File: src/rtl/aes_block_packer.sv
// Packs a plaintext byte stream into 128-bit blocks, pads a short final block,
// and holds each block on blk_data while the UART transmits it.
module aes_block_packer #(
    parameter int          PAD_MODE    = 0,
    parameter int unsigned TIMEOUT_CYC = 1000000,
    parameter int          CNT_W       = 16
) (
    input  logic             clk,
    input  logic             reset,
    input  logic [7:0]       s_data,
    input  logic             s_valid,
    input  logic             s_last,
    output logic             s_ready,
    output logic [127:0]     blk_data,
    output logic             en_tx,
    input  logic             u_tx_done,
    output logic             busy,
    output logic             tx_err,
    output logic [CNT_W-1:0] blk_cnt,
    output logic [3:0]       byte_idx
);

    typedef enum logic [1:0] {FILL, PAD, SEND} state_t;

    state_t      state;
    logic [31:0] tmo_cnt;
    logic [7:0]  pad_byte;
    logic        done_ok;
    logic        tmo_hit;

    always_comb begin
        pad_byte = 8'h00;
        if (PAD_MODE == 1) begin
            pad_byte = 8'd16 - {4'd0, byte_idx};
        end
    end

    // tmo_cnt is zero only in the first SEND cycle, which masks a stale done
    assign done_ok = u_tx_done && (tmo_cnt != 32'd0);
    assign tmo_hit = (TIMEOUT_CYC != 0) && ((tmo_cnt + 32'd1) == TIMEOUT_CYC);

    always_ff @(posedge clk) begin
        if (!reset) begin
            state    <= FILL;
            blk_data <= '0;
            byte_idx <= '0;
            en_tx    <= 1'b0;
            tx_err   <= 1'b0;
            blk_cnt  <= '0;
            tmo_cnt  <= '0;
            s_ready  <= 1'b1;
            busy     <= 1'b0;
        end else begin
            case (state)
                FILL: begin
                    if (s_valid && s_ready) begin
                        // Byte k lands at [8*(15-k) +: 8]; 15-k is simply ~k in 4 bits
                        blk_data[{~byte_idx, 3'b000} +: 8] <= s_data;
                        if (byte_idx == 4'd15) begin
                            byte_idx <= '0;
                            state    <= SEND;
                            s_ready  <= 1'b0;
                            busy     <= 1'b1;
                            en_tx    <= 1'b1;
                            tmo_cnt  <= '0;
                        end else begin
                            byte_idx <= byte_idx + 4'd1;
                            if (s_last) begin
                                state   <= PAD;
                                s_ready <= 1'b0;
                                busy    <= 1'b1;
                            end
                        end
                    end
                end
                PAD: begin
                    for (int k = 0; k < 16; k++) begin
                        if (4'(k) >= byte_idx) begin
                            blk_data[8*(15-k) +: 8] <= pad_byte;
                        end
                    end
                    byte_idx <= '0;
                    state    <= SEND;
                    en_tx    <= 1'b1;
                    tmo_cnt  <= '0;
                end
                SEND: begin
                    if (done_ok) begin
                        blk_cnt  <= blk_cnt + CNT_W'(1);
                        blk_data <= '0;
                        en_tx    <= 1'b0;
                        busy     <= 1'b0;
                        s_ready  <= 1'b1;
                        tmo_cnt  <= '0;
                        state    <= FILL;
                    end else if (tmo_hit) begin
                        tx_err   <= 1'b1;
                        blk_data <= '0;
                        en_tx    <= 1'b0;
                        busy     <= 1'b0;
                        s_ready  <= 1'b1;
                        tmo_cnt  <= '0;
                        state    <= FILL;
                    end else begin
                        tmo_cnt <= tmo_cnt + 32'd1;
                    end
                end
                default: begin
                    state   <= FILL;
                    s_ready <= 1'b1;
                    busy    <= 1'b0;
                    en_tx   <= 1'b0;
                end
            endcase
        end
    end

endmodule

File: config.mk
export PLATFORM = sky130hd
export DESIGN_NAME = aes_block_packer
export DESIGN_NICKNAME = d
export VERILOG_FILES = /design/src/rtl/aes_block_packer.sv
export SDC_FILE = /design/constraint.sdc
export NUM_CORES = 1
export LEC_CHECK = 0
export CAP_MARGIN = 5
export CORE_MARGIN = 2
export CORE_UTILIZATION = 48
export DETAILED_ROUTE_END_ITERATION = 7
export PLACE_DENSITY = 0.77
export SLEW_MARGIN = 20
export SYNTH_ARGS = -nofsm -noshare
export SYNTH_HDL_FRONTEND = slang
export SYNTH_SLANG_ARGS = --single-unit
File: constraint.sdc
create_clock -name clk -period 3.5 [get_ports clk]
set_clock_uncertainty 0.2 [all_clocks]
set_input_delay 0.525 -clock clk [delete_from_list [all_inputs] [get_ports clk]]
set_output_delay 0.525 -clock clk [all_outputs]
set_load 0.02 [all_outputs]
==> summary.md <==
| Metric | Value |
|---|---|
| Worst Tran Pin Value | `665 ps` |
| Worst setup margin | `118 ps` |
| FF+latch area | `0.00373 mm²` |
| DRC Markers | `0` |
| CTS buffer count | `17` |
| Multiplexer area fraction after synthesis | `0.133` |
| Dpl hpwl | `19,500 µm` |
| Critical Path Fanout Max | `10` |
| Fill count | `1,540` |
| Via Count | `8,694` |
| Top_reg_cell synth | `dfxtp_1` |
| N_diodes | `0` |
| Multi-input gate area in the final layout | `0.00512 mm²` |
| TNS Setup | `0 ps` |
| Pwr/cell area | `594 mW/mm²` |
| Leakage Power | `4.56 nW` |
| Vias in the first global route | `8,032` |
| Max-slew headroom | `0.557` |
| 1st-pass router iterations | `5` |
| Worst endpoint required time | `3620 ps` |
| Syn_nets | `1,136` |
| Total chip power | `7.20 mW` |
| Grt ovf | `0` |
| Post-Synthesis Cells | `1,112` |
| Initial antenna violation count | `0` |
| CP endpoint kind | `flip-flop` |
| First-pass GRT wire length | `42,800 µm` |
| 1st-iter DRT viols | `713` |
| Post-synth cell types | `57` |
| Fmax | `296 MHz` |
| Layout net count | `1,322` |
| EDFF count, synth | `0` |
| Die Span X | `142 µm` |
| IO Port Bufs | `164` |
| Arrival time worst endpoint | `3500 ps` |
| Boundary Pins | `165` |
| Largest family of logic cells by synthesized area | `simple AND/OR/NAND/NOR gates` |
| Most frequent cell on the critical path | `buf_4` |
| Max cap viols | `0` |
| Synth Area in Compound Gates | `0.0808` |
| Post-Syn Area | `0.00915 mm²` |
| Final setup fails | `0` |
| Final slew viol count | `0` |
| Status | `finished, final reports clean` |
| Clock sinks | `186` |
| Routability Congestion | `0.978` |
| Critical path type | `flip-flop to flip-flop` |
| Postcts setup bufs | `0` |
| Die Area | `0.0202 mm²` |
| DR vias/cell | `5.63` |
| Post-route clock period utilization | `0.966` |
| Routed length per placed instance | `17.5 µm` |
| Total detailed-routing wirelength | `27,000 µm` |
| Tmin final | `3380 ps` |
| Pre-CTS setup slack | `-100 ps` |
| Critical path startpoint category | `flip-flop` |
| Synth Area in Simple Gates | `0.283` |
| Hold crit path type | `flip-flop to flip-flop` |
| CP max-delay cell | `or3_4` |
| Mean Syn Cell Area | `8.23 µm²` |
| Post-route ant nets | `0` |
| Clock tree buffer depth | `2` |
| Worst skew pair latency | `440 ps` |
| CTS root buf | `clkbuf_16` |
| Synth warnings | `0` |
| Core ar. | `0.0187 mm²` |
| TritonCTS clock tree | `built` |
| Initial Utilization | `0.489` |
| Die H | `142 µm` |
| Seq/Total Area, Yosys | `0.407` |
| FF+latch count, synth | `186` |
| Final hold viol count | `0` |
| Critical Path, Cell by Cell | `nand4_2 -> buf_4 -> or3_4 -> nor3_1 -> xnor2_1 -> nor4_2 -> buf_4 -> a21oi_4 -> buf_12 -> or3_1 -> buf_4 -> mux2i_1` |
| CTS clk-pin slew, worst paths | `70 ps` |
| Layout cell share with drive strength beyond 1 | `0.106` |
| Row Count | `50` |
| Asr flop ratio synth | `0` |
| Largest net degree at the start of global routing | `47` |
| Total GRT Usage | `0.267` |
| XOR/XNOR Fraction of Synth Area | `0.0392` |
| Placed cells | `1,513` |
| Unrepaired setup endpoints after global routing | `yes` |
| Max incr delay on CP | `450 ps` |
| VDD IR max | `434 µV` |
| P&R area growth vs syn | `32.6%` |
| Synth Area in Adders | `0.0150` |
| CTS H-tree lvls | `4` |
| Non-filler cells, final | `1,545` |
## layout by cell type, fill, tap and decap left out, drive strengths merged, types with 3 or more instances in the layout
master	count
dfxtp	186
nor4	20
nand4	18
and2	27
o21ai	28
inv	24
nor3	20
or4	8
and4	8
nor2	84
nand3	39
a21oi	32
ha	11
buf	77
xnor2	23
o31a	4
nor2b	5
or3	18
clkbuf	17
xor2	18
a2111oi	6
clkinv	7
clkdlybuf4s50	163
mux2i	122
or2	3
o21a	3
nand2	281
and3	10
a22o	9
nor4b	4
a31oi	9
## synthesized netlist by cell type (3+ instances only)
library cell	n	area, µm²
a2111oi_0	4	35.0
a21oi_1	31	155
a22o_1	9	78.8
a31oi_1	9	56.3
and2_1	26	163
and3_1	10	62.6
and4_1	8	70.1
buf_1	6	22.5
buf_2	18	90.1
clkbuf_1	48	180
dfxtp_1	186	3720
ha_1	11	138
inv_1	17	63.8
mux2i_1	122	1220
nand2_1	281	1050
nand3_1	39	195
nand4_1	17	106
nor2_1	84	315
nor2b_1	5	31.3
nor3_1	20	100
nor4_1	15	93.8
nor4_4	4	85.1
nor4b_1	4	35.0
o21a_1	3	22.5
o21ai_0	27	135
o31a_1	4	35.0
or2_2	3	18.8
or3_1	18	113
or4_1	7	52.6
xnor2_1	23	201
xor2_1	18	158
## worst paths after layout
check | slack, ps | to | depth (start not counted) | startpoint
worst min-delay path | 260 | blk_data[73] | 2 | blk_data[73]
worst max register to register | 120 | blk_data[74] | 12 | tmo_cnt[3]
worst min register to register | 260 | blk_data[73] | 2 | blk_data[73]
worst max-delay path | 120 | blk_data[74] | 12 | tmo_cnt[3]
## what timing repair did
item | 4_1_cts | 5_1_grt
hold buffers | 0 | 0
pin swaps | 2 | 3
gates resized for setup | 9 | 10
setup endpoints to repair | 104 | 106
endpoints found under the hold margin | 0 | 0
gates cloned | 0 | 0
## registers in the layout (all words and copies together) (netlist names)
name	cells
blk_data	128
tmo_cnt	32
blk_cnt	16
byte_idx	4
state	2
busy	1
en_tx	1
s_ready	1
tx_err	1
## cells by family after synthesis
kind of cell	Yosys count
compound gates	108
flops	186
xor+xnor	41
buf+inv	92
fa+ha+maj	11
simple gates	552
mux	122
## critical path, delay by kind of cell (launching register included)
family | cells | cell delay [ps]
AOI/OAI and AO/OA | 1 | 90
xor gates and xnor gates | 1 | 120
buffers and inverters | 4 | 710
DFF | 1 | 390
muxes | 1 | 130
and+or+nand+nor | 5 | 1620
## where the power goes
group	switching (mW)	total [mW]	leakage (nW)	internal [mW]
clock network	0.958	2.06	0.305	1.10
logic	1.66	2.88	2.76	1.22
registers	0.0733	2.26	1.50	2.19
## final cells by class
| class | count | area share |
|---|---|---|
| tap | 234 | 0.0241 |
| inverter | 19 | 0.00588 |
| sequential | 186 | 0.308 |
| clock buffer | 17 | 0.0351 |
| timing repair buffer | 240 | 0.189 |
| clock inverter | 15 | 0.0167 |
| multi-input combinational | 834 | 0.422 |
## stage by stage
stage | util | hold WS [ps] | instance area [µm²]
floorplan | - | 270 | 9150
global placement | 0.612 | 243 | 11400
detailed placement | 0.612 | 248 | 11400
CTS | 0.646 | 261 | 12100
global route | 0.649 | 280 | 12100
finish | 0.649 | 260 | 12100
## per-layer routing
layer  wire [µm]  track usage  part of all wire  vias up
met3        2160       0.0572             0.080       41
met4         497       0.0879             0.018        0
met2       12300        0.416              0.46      326
li1            -            -                 -     4172
met5           0            0                 0        -
met1       12000        0.370              0.45     4155
No activity file was read; power rests on OpenSTA's default activity.
